<file path="src/rtl/tpu_skew_feeder_if.sv">
// Operand-feed and array-edge signals between a vector source, the skew feeder and the systolic array.
// slave = feeder side, master = source/array side.
interface tpu_skew_feeder_if #(
  parameter int DIM     = 8,
  parameter int BITS_AB = 8
);
  logic                     in_valid;
  logic                     in_ready;
  logic [DIM*BITS_AB-1:0]   in_vec;
  logic                     stall;
  logic [DIM*BITS_AB-1:0]   out_vec;
  logic                     out_en;
  logic                     done;

  modport slave (
    input  in_valid, in_vec, stall,
    output in_ready, out_vec, out_en, done
  );

  modport master (
    output in_valid, in_vec, stall,
    input  in_ready, out_vec, out_en, done
  );
endinterface

</file>
<file path="src/rtl/tpu_skew_feeder.sv">
// Buffers a DIM-vector tile, then streams it diagonally skewed (lane i delayed by i) into a systolic array edge.
// All outputs registered; a stall sampled in a cycle holds t/out_vec and clears out_en from the next cycle.
module tpu_skew_feeder #(
  parameter int DIM     = 8,
  parameter int BITS_AB = 8
) (
  input  logic                 clk,
  input  logic                 rst,
  tpu_skew_feeder_if.slave     io
);
  localparam int TW = $clog2(2*DIM);
  localparam int CW = $clog2(DIM);

  typedef enum logic [1:0] {IDLE, LOAD, STREAM, DONE} state_e;

  state_e                  state_q;
  logic [CW-1:0]           cnt_q;
  logic [TW-1:0]           t_q;
  logic [TW-1:0]           t_d;
  logic [BITS_AB-1:0]      vec_buf_q [DIM][DIM];
  logic [DIM*BITS_AB-1:0]  out_vec_q;
  logic [DIM*BITS_AB-1:0]  skew_d;
  logic                    out_en_q;
  logic                    done_q;
  logic                    in_ready_q;
  logic                    hs;

  assign hs = io.in_valid && in_ready_q;

  // Index of the diagonal that will be on the outputs after this edge.
  assign t_d = (state_q == STREAM) ? t_q + TW'(1) : '0;

  always_comb begin
    skew_d = '0;
    for (int i = 0; i < DIM; i++) begin
      for (int k = 0; k < DIM; k++) begin
        if (int'(t_d) == k + i) begin
          skew_d[i*BITS_AB +: BITS_AB] = vec_buf_q[k][i];
        end
      end
    end
  end

  // Tile storage is deliberately not reset; a new tile always overwrites from V_0.
  always_ff @(posedge clk) begin
    if (hs) begin
      for (int i = 0; i < DIM; i++) begin
        vec_buf_q[cnt_q][i] <= io.in_vec[i*BITS_AB +: BITS_AB];
      end
    end
  end

  always_ff @(posedge clk) begin
    if (rst) begin
      state_q    <= IDLE;
      cnt_q      <= '0;
      t_q        <= '0;
      out_vec_q  <= '0;
      out_en_q   <= 1'b0;
      done_q     <= 1'b0;
      in_ready_q <= 1'b1;
    end else begin
      out_en_q <= 1'b0;
      done_q   <= 1'b0;
      case (state_q)
        IDLE, LOAD: begin
          if (hs) begin
            if (cnt_q == CW'(DIM-1)) begin
              state_q    <= STREAM;
              cnt_q      <= '0;
              t_q        <= '0;
              out_vec_q  <= skew_d;
              out_en_q   <= 1'b1;
              in_ready_q <= 1'b0;
            end else begin
              state_q <= LOAD;
              cnt_q   <= cnt_q + CW'(1);
            end
          end
        end
        STREAM: begin
          if (!io.stall) begin
            if (t_q == TW'(2*DIM-2)) begin
              state_q   <= DONE;
              out_vec_q <= '0;
              done_q    <= 1'b1;
            end else begin
              t_q       <= t_d;
              out_vec_q <= skew_d;
              out_en_q  <= 1'b1;
            end
          end
        end
        DONE: begin
          state_q    <= IDLE;
          t_q        <= '0;
          in_ready_q <= 1'b1;
        end
        default: begin
          state_q    <= IDLE;
          in_ready_q <= 1'b1;
        end
      endcase
    end
  end

  assign io.in_ready = in_ready_q;
  assign io.out_vec  = out_vec_q;
  assign io.out_en   = out_en_q;
  assign io.done     = done_q;

endmodule

</file>
<file path="src/flat_wrapper.sv">
// flat-port wrapper written by rule: the top's interface ports become plain ports
module tpu_skew_feeder_flat 
#(
  parameter int DIM     = 8,
  parameter int BITS_AB = 8
)
  (clk, rst, io_in_valid, io_in_vec, io_stall, io_in_ready, io_out_vec, io_out_en, io_done);
  tpu_skew_feeder_if #(.DIM(DIM), .BITS_AB(BITS_AB)) io_i ();
  input  logic clk;
  input  logic rst;
  input wire logic [$bits(io_i.in_valid)-1:0] io_in_valid;
  input wire logic [$bits(io_i.in_vec)-1:0] io_in_vec;
  input wire logic [$bits(io_i.stall)-1:0] io_stall;
  output wire logic [$bits(io_i.in_ready)-1:0] io_in_ready;
  output wire logic [$bits(io_i.out_vec)-1:0] io_out_vec;
  output wire logic [$bits(io_i.out_en)-1:0] io_out_en;
  output wire logic [$bits(io_i.done)-1:0] io_done;
  assign io_i.in_valid = io_in_valid;
  assign io_i.in_vec = io_in_vec;
  assign io_i.stall = io_stall;
  assign io_in_ready = io_i.in_ready;
  assign io_out_vec = io_i.out_vec;
  assign io_out_en = io_i.out_en;
  assign io_done = io_i.done;
  tpu_skew_feeder #(.DIM(DIM), .BITS_AB(BITS_AB)) u_core (.clk(clk), .rst(rst), .io(io_i));
endmodule
</file>
<file path="config.mk">
export PLATFORM = sky130hd
export DESIGN_NAME = tpu_skew_feeder_flat
export DESIGN_NICKNAME = d
export VERILOG_FILES = /design/src/rtl/tpu_skew_feeder_if.sv /design/src/rtl/tpu_skew_feeder.sv /design/src/flat_wrapper.sv
export SDC_FILE = /design/constraint.sdc
export NUM_CORES = 1
export LEC_CHECK = 0
export CORE_AREA = 2 2 187 263
export DETAILED_ROUTE_END_ITERATION = 8
export DIE_AREA = 0 0 189 265
export GPL_ROUTABILITY_DRIVEN = 0
export PLACE_DENSITY = 0.69
export SLEW_MARGIN = 20
export SYNTH_ARGS = -nofsm -noshare
export SYNTH_HDL_FRONTEND = slang
export SYNTH_SLANG_ARGS = --single-unit
</file>
<file path="constraint.sdc">
create_clock -name clk -period 6.01 [get_ports clk]
set_input_delay 0.601 -clock clk [delete_from_list [all_inputs] [get_ports clk]]
set_output_delay 0.601 -clock clk [all_outputs]
set_load 0.05 [all_outputs]
</file>
==> out/qor.yml, run 1 <==
logic_synthesis:
  yosys.area.top_type_share: 0.6775
  synth_xor_xnor_area_share: 0.001930
  synth_compound_area_frac: 0.1596
  synth_area_leaders: "edfxtp_1 (68%), dfxtp_1 (6.7%), nand2_1 (2.6%)"
  netlist_instances: 1527
  synth_adder_area_share: 0.002206
  avgSynthCellArea_sq_um: 14.86
  synth_edf_count: 512
  yosys-mux-area-fraction: 0.01279
  synth_top_cell_by_area: "edfxtp_1"
  synth-seq-cells: 588
  synth_cell_types: 73
  synth-async-reset-ratio: 0
  syn-num-nets: 1599
  yosys.area_share.simple: 0.06016
  yosysSeqAreaShare: 0.7446
  yosys_warnings: 0
  synth_area_sq_um: 22690
  synth_top_family_by_area: "compound AO/OA/AOI/OAI gates"
  synth_flop_cell: "edfxtp_1"
timing:
  grt_setup_unrepaired: "false"
  max_freq_mhz: 235.2
  worst_slew_pin_slew_ns: 1.103
  skew_ns: 0.01956
  finalHoldViolations: 0
  final-setup-viol-count: 0
  min_period_ns: 4.252
  min_period_over_period: 0.7075
  max-slew-margin-rel: 0.2620
  setup_tns_ns: 0
  drv_slew: 0
global_route:
  grt_overflow_total: 0
  met1_usage: 0.2925
  grt_pass1_wl_um: 88330
  grt_util_all_layers: 0.2325
  first_global_vias: 14800
  use_met3: 0.03442
  met2_usage: 0.4012
  busiest_layer: "met2"
  antenna_found_initial: 0
  grt_start_max_net_pins: 65
run:
  max-cap-violations: 0
cts:
  clk_latency_ns: 0.59
  cts-root-buf: "clkbuf_16"
  htree_levels: 2
  path_clk_slew_ns: 0.07
  ctsHoldBuffers: 0
  cts_setup_buffers: 0
  cts.sinks: 588
  cts_max_path_buffers: 3
  cts_buffers: 53
  tritoncts: "built"
  ctsResizeCount: 0
power_and_ir_drop:
  p_int_uw: 6687
  max-vdd-ir-drop_mv: 0.2030
  p_leak_uw: 0.008309
  p_per_area_nw_per_um2: 311.9
  pwr-share-comb: 0.022
  sequentialPowerShare: 0.546
  power.total_uw: 8303
  p_sw_uw: 1616
  clkPwrFrac: 0.432
  p_sw_frac: 0.1946
route:
  drt_iter0_drc: 1785
  vias: 14490
  wirelength_um: 59190
  drc: 0
  drt-pass1-iter-count: 6
  vias_per_cell: 6.215
  ant_nets: 0
  wl_per_cell_um: 25.39
floorplan:
  die_w_um: 189
  dieHeight_um: 265
  coreArea_sq_um: 47660
  die_area_sq_um: 50090
  ios: 135
  initial_core_util: 0.4761
  rows: 95
layout:
  layout-drive-gt1-share: 0.09583
  num_antenna_cells: 0
  final_cell_mix: "edfxtp_1 (512), nand2_1 (157), clkdlybuf4s50_1 (133)"
  num-fill-cells: 3651
  syn2layout_area_growth_pct: 17.31
  finalNetCount: 1728
  final_common_cell: "edfxtp_1"
critical_path:
  worst-setup-path-type: "reg2reg"
  cp-end-kind: "flop"
  cp.required_ns: 6.45
  crit_fanout: 63
  worstPathArrival_ns: 4.69
  setup.worst_path.start_class: "flop"
placed_design:
  numPortBuffers: 134
  place_hpwl_um: 35210
hold_path:
  hp-class: "in2reg"
run_status:
  status: "finished, final reports clean"
## sequential cells by signal (all words and copies together), names as in the netlist
signal,cells
u_core.io.out_vec,64
u_core.t_q,4
u_core.vec_buf_q,512
u_core.io.done,1
u_core.state_q,2
u_core.io.out_en,1
u_core.io.in_ready,1
u_core.cnt_q,3
## per-layer routing
layer | wire length, um | up-vias
li1 | - | 6359
met1 | 22770 | 7259
met2 | 29910 | 725
met3 | 4387 | 145
met4 | 2116 | 0
met5 | 0 | -
## power groups by stage
| stage | Combinational, uW | Clock [uW] | Sequential (uW) |
|---|---|---|---|
| after CTS | 184 | 3610 | 4530 |
| after global placement | 177 | 0 | 4620 |
| after floorplan | 57.2 | 0 | 4620 |
| after detailed placement | 183 | 0 | 4620 |
| final | 185 | 3590 | 4530 |
| after global routing | 197 | 3770 | 4540 |
## Yosys cell counts, types with 3 or more instances
master / number
edfxtp_1: 512
nand2_1: 157
a21oi_1: 98
o21ai_0: 87
dfxtp_1: 76
nor2_1: 66
clkbuf_1: 51
a221oi_1: 49
o22ai_1: 36
buf_2: 30
mux2i_1: 29
o221ai_1: 27
a21o_1: 26
o21ai_1: 26
a22oi_1: 18
a32oi_1: 17
and3_1: 16
a31oi_1: 12
a22o_1: 11
a222oi_1: 10
o211ai_1: 10
a211o_1: 8
a211oi_1: 8
a21boi_0: 8
o2111a_1: 8
o31ai_1: 8
o32a_1: 8
nor3_1: 7
o21bai_1: 7
o41ai_1: 7
a2bb2oi_1: 6
buf_4: 6
nand2b_1: 6
nand3_1: 6
a221o_1: 5
buf_1: 5
o21a_1: 5
ha_1: 4
nor2b_1: 4
nor3_2: 4
nor4_4: 3
## cell families (layout without fill, tap and decap cells)
| group | after synthesis | in the layout |
|---|---|---|
| multiplexers | 29 | 29 |
| AND/OR/NAND/NOR | 291 | 291 |
| XOR/XNOR | 2 | 2 |
| adder cells (fa/ha/maj) | 4 | 4 |
| flip-flops | 588 | 588 |
| buffers and inverters | 95 | 269 |
| AO/OA/AOI/OAI | 518 | 518 |
## metrics by stage
step | hold WS (ns) | instance area [sq um] | worst slack, ns | std cells | util
floorplan | 0.4769 | 22690 | 0.1332 | 1527 | -
global placement | 0.4622 | 24720 | 1.954 | 2230 | 0.5186
detailed placement | 0.4654 | 24720 | 1.893 | 2230 | 0.5186
CTS | 0.3940 | 26580 | 1.864 | 2330 | 0.5576
global route | 0.3994 | 26620 | 1.599 | 2331 | 0.5585
finish | 0.4297 | 26620 | 1.758 | 2331 | 0.5585
## worst paths after layout
path | slack, ns | from | cells after the start | to
worst max register to register | 1.76 | u_core.t_q[0]$_SDFFE_PP0P_ | 8 | u_core.io.out_vec[1]$_SDFFE_PP0P_
worst min-delay path | 0.43 | rst | 2 | u_core.io.out_en$_SDFF_PP0_
worst max-delay path | 1.76 | u_core.t_q[0]$_SDFFE_PP0P_ | 8 | u_core.io.out_vec[1]$_SDFFE_PP0P_
worst min register to register | 0.48 | u_core.io.out_vec[29]$_SDFFE_PP0P_ | 2 | u_core.io.out_vec[29]$_SDFFE_PP0P_
## worst max-delay path: stages (launching register included)
cell,delay [ns]
dfxtp_2,0.33
buf_4,0.71
ha_1,0.51
xnor2_4,0.21
a211oi_4,0.80
nand2_1,0.85
nor2_1,0.41
o32a_1,0.20
o41ai_1,0.07
## final cells by class
cell class,instances,area [sq um],area share
multi-input combinational,844,5465,0.2053
timing repair buffer,167,1604,0.06026
tap,630,788.3,0.02961
sequential,588,16900,0.6348
inverter,2,7.507,0.0002820
clock inverter,30,384.1,0.01443
clock buffer,70,1473,0.05532
Note: power is estimated with default switching activity, not from simulation.
==> run 2: changes to the inputs <==
PLACE_DENSITY = 0.66   (was 0.69)
clock period = 4.05 ns   (was 6.01 ns; I/O delays follow)
==> run 2 against run 1 <==
Effect of this change: via count increased by 0.39%; critical path depth did not move; cell area up 0.86%; routed wire length fell by 0.50%; highest routed layer is now met5; die area is the same; fmax increased by 25%; clock power increased by 52%; sequential share of layout area shrank 0.54 points; first-iteration DRC count fell by 28%; setup slack got worse by 1.1 ns; sequential power up 48%.
==> out/qor.yml, run 2 (synthesized netlist as in run 1, its figures left out) <==
timing:
  drv_slew: 0
  min_period_over_period: 0.8422
  final-setup-viol-count: 0
  grt_setup_unrepaired: "false"
  min_period_ns: 3.411
  max_freq_mhz: 293.2
  finalHoldViolations: 0
  skew_ns: 0.01664
  setup_tns_ns: 0
  max-slew-margin-rel: 0.2626
  setup_ws_ns: 0.6392
  worst_slew_pin_slew_ns: 1.103
power_and_ir_drop:
  power.total_uw: 12440
  max-vdd-ir-drop_mv: 0.3223
  p_per_area_nw_per_um2: 463.3
  p_leak_uw: 0.008417
global_route:
  met2_usage: 0.4099
  grt_pass1_wl_um: 89240
  grt_start_max_net_pins: 65
  grt_util_all_layers: 0.2355
  grt_overflow_total: 0
  first_global_vias: 14980
  use_met3: 0.03138
  met1_usage: 0.2919
  antenna_found_initial: 2
  busiest_layer: "met2"
layout:
  num-fill-cells: 3684
  top_register: "u_core.vec_buf_q"
  syn2layout_area_growth_pct: 18.32
  finish.utilization: 0.5633
  ff_latch_area_sq_um: 16900
  largest_reg_flops: 512
  layout-drive-gt1-share: 0.1046
  multi_input_area_sq_um: 5482
  final_common_cell: "edfxtp_1"
  finalNetCount: 1748
  final_cell_mix: "edfxtp_1 (512), nand2_1 (157), clkdlybuf4s50_1 (133)"
cts:
  tritoncts: "built"
  cts_setup_buffers: 0
  cts_buffers: 53
  ctsResizeCount: 0
  cts.sinks: 588
  cts_max_path_buffers: 3
  htree_levels: 2
  path_clk_slew_ns: 0.07
  ctsHoldBuffers: 0
  cts-root-buf: "clkbuf_16"
  clk_latency_ns: 0.59
floorplan:
  rows: 95
  dieHeight_um: 265
  die_area_sq_um: 50090
  die_w_um: 189
  coreArea_sq_um: 47660
  ios: 135
  initial_core_util: 0.4761
critical_path:
  rrSetupSlack_ns: 0.64
  worstPathArrival_ns: 3.94
  r2r-end: "u_core.io.out_vec[33]$_SDFFE_PP0P_"
  cpMaxStageDelayCell: "nor2_1"
  cp.required_ns: 4.58
  setup.worst_path.start_class: "flop"
  r2r_cells: 8
  crit_fanout: 28
  crit_buf_inv: 1
  reg2reg_from: "u_core.t_q[1]$_SDFFE_PP0P_"
  crit_family: "simple AND/OR/NAND/NOR gates"
  cp-end-kind: "flop"
  cp_cell_sequence: "ha_1, xnor2_4, nand4_4, buf_4, nor2_1, a221oi_1, o211ai_1, and3_1"
  cp-startpoint: "u_core.t_q[1]$_SDFFE_PP0P_"
  worst-setup-path-type: "reg2reg"
  slowest_delay_ns: 0.82
run_status:
  status: "finished, final reports clean"
hold_path:
  holdPathStages: 2
  hp-class: "in2reg"
  min_to: "u_core.t_q[2]$_SDFFE_PP0P_"
  hp-start: "rst"
route:
  vias_per_cell: 6.184
  drt_iter0_drc: 1281
  ant_nets: 0
  drt-pass1-iter-count: 6
  vias: 14550
  wirelength_um: 58900
  drc: 0
  wl_per_cell_um: 25.04
run:
  max-cap-violations: 0
placed_design:
  numPortBuffers: 134
  preCtsSetupSlack_ns: 0.7626
  place_hpwl_um: 36170
## run 2: report_power, final
group          total (uW)  leakage (uW)  internal (uW)  switching (uW)
registers            6720       0.00526           6690            29.7
clock network        5440      0.000929           3260            2180
logic                 275       0.00222           90.1             185
total               12400       0.00842          10000            2400
## run 2: worst reg2reg max path, stage by stage (launching register included)
cell and delay (ns):
dfxtp_1 0.56, ha_1 0.45, xnor2_4 0.25, nand4_4 0.32, buf_4 0.37, nor2_1 0.83, a221oi_1 0.26, o211ai_1 0.16
and3_1 0.16
## run 2: worst max-delay path by stage
stage,slack (ns),to,cells past startpoint
final,0.64,u_core.io.out_vec[33]$_SDFFE_PP0P_,8
after global routing,0.47,u_core.io.out_vec[33]$_SDFFE_PP0P_,8
after CTS,0.73,u_core.io.out_vec[33]$_SDFFE_PP0P_,8
after detailed placement,0.76,u_core.io.out_vec[39]$_SDFFE_PP0P_,8
after global placement,0.86,u_core.io.out_vec[34]$_SDFFE_PP0P_,8
after floorplan,0.13,u_core.vec_buf_q[1][0]$_DFFE_PP_,2
## run 2: cell type report
cell class | instances | share of cell area
sequential | 588 | 0.6294
inverter | 2 | 0.0002796
tap | 630 | 0.02936
clock buffer | 72 | 0.05625
antenna | 1 | 0.00009321
timing repair buffer | 187 | 0.06552
multi-input combinational | 844 | 0.2042
clock inverter | 28 | 0.01496
## run 2: routing by layer
layer / routed length, um / vias up
met3: 3984 / 164
met5: 13 / -
met4: 2262 / 2
met2: 30160 / 645
met1: 22470 / 7319
li1: - / 6415
## run 2: per-stage QoR
step           hold WS (ns)  cells  instance area [sq um]
2_1_floorplan        0.4769   1527                  22720
3_3_place_gp         0.4487   2251                  24930
3_5_place_dp         0.4536   2251                  24930
4_1_cts              0.2486   2351                  26840
5_1_grt              0.2534   2352                  26850
6_report             0.2726   2352                  26850
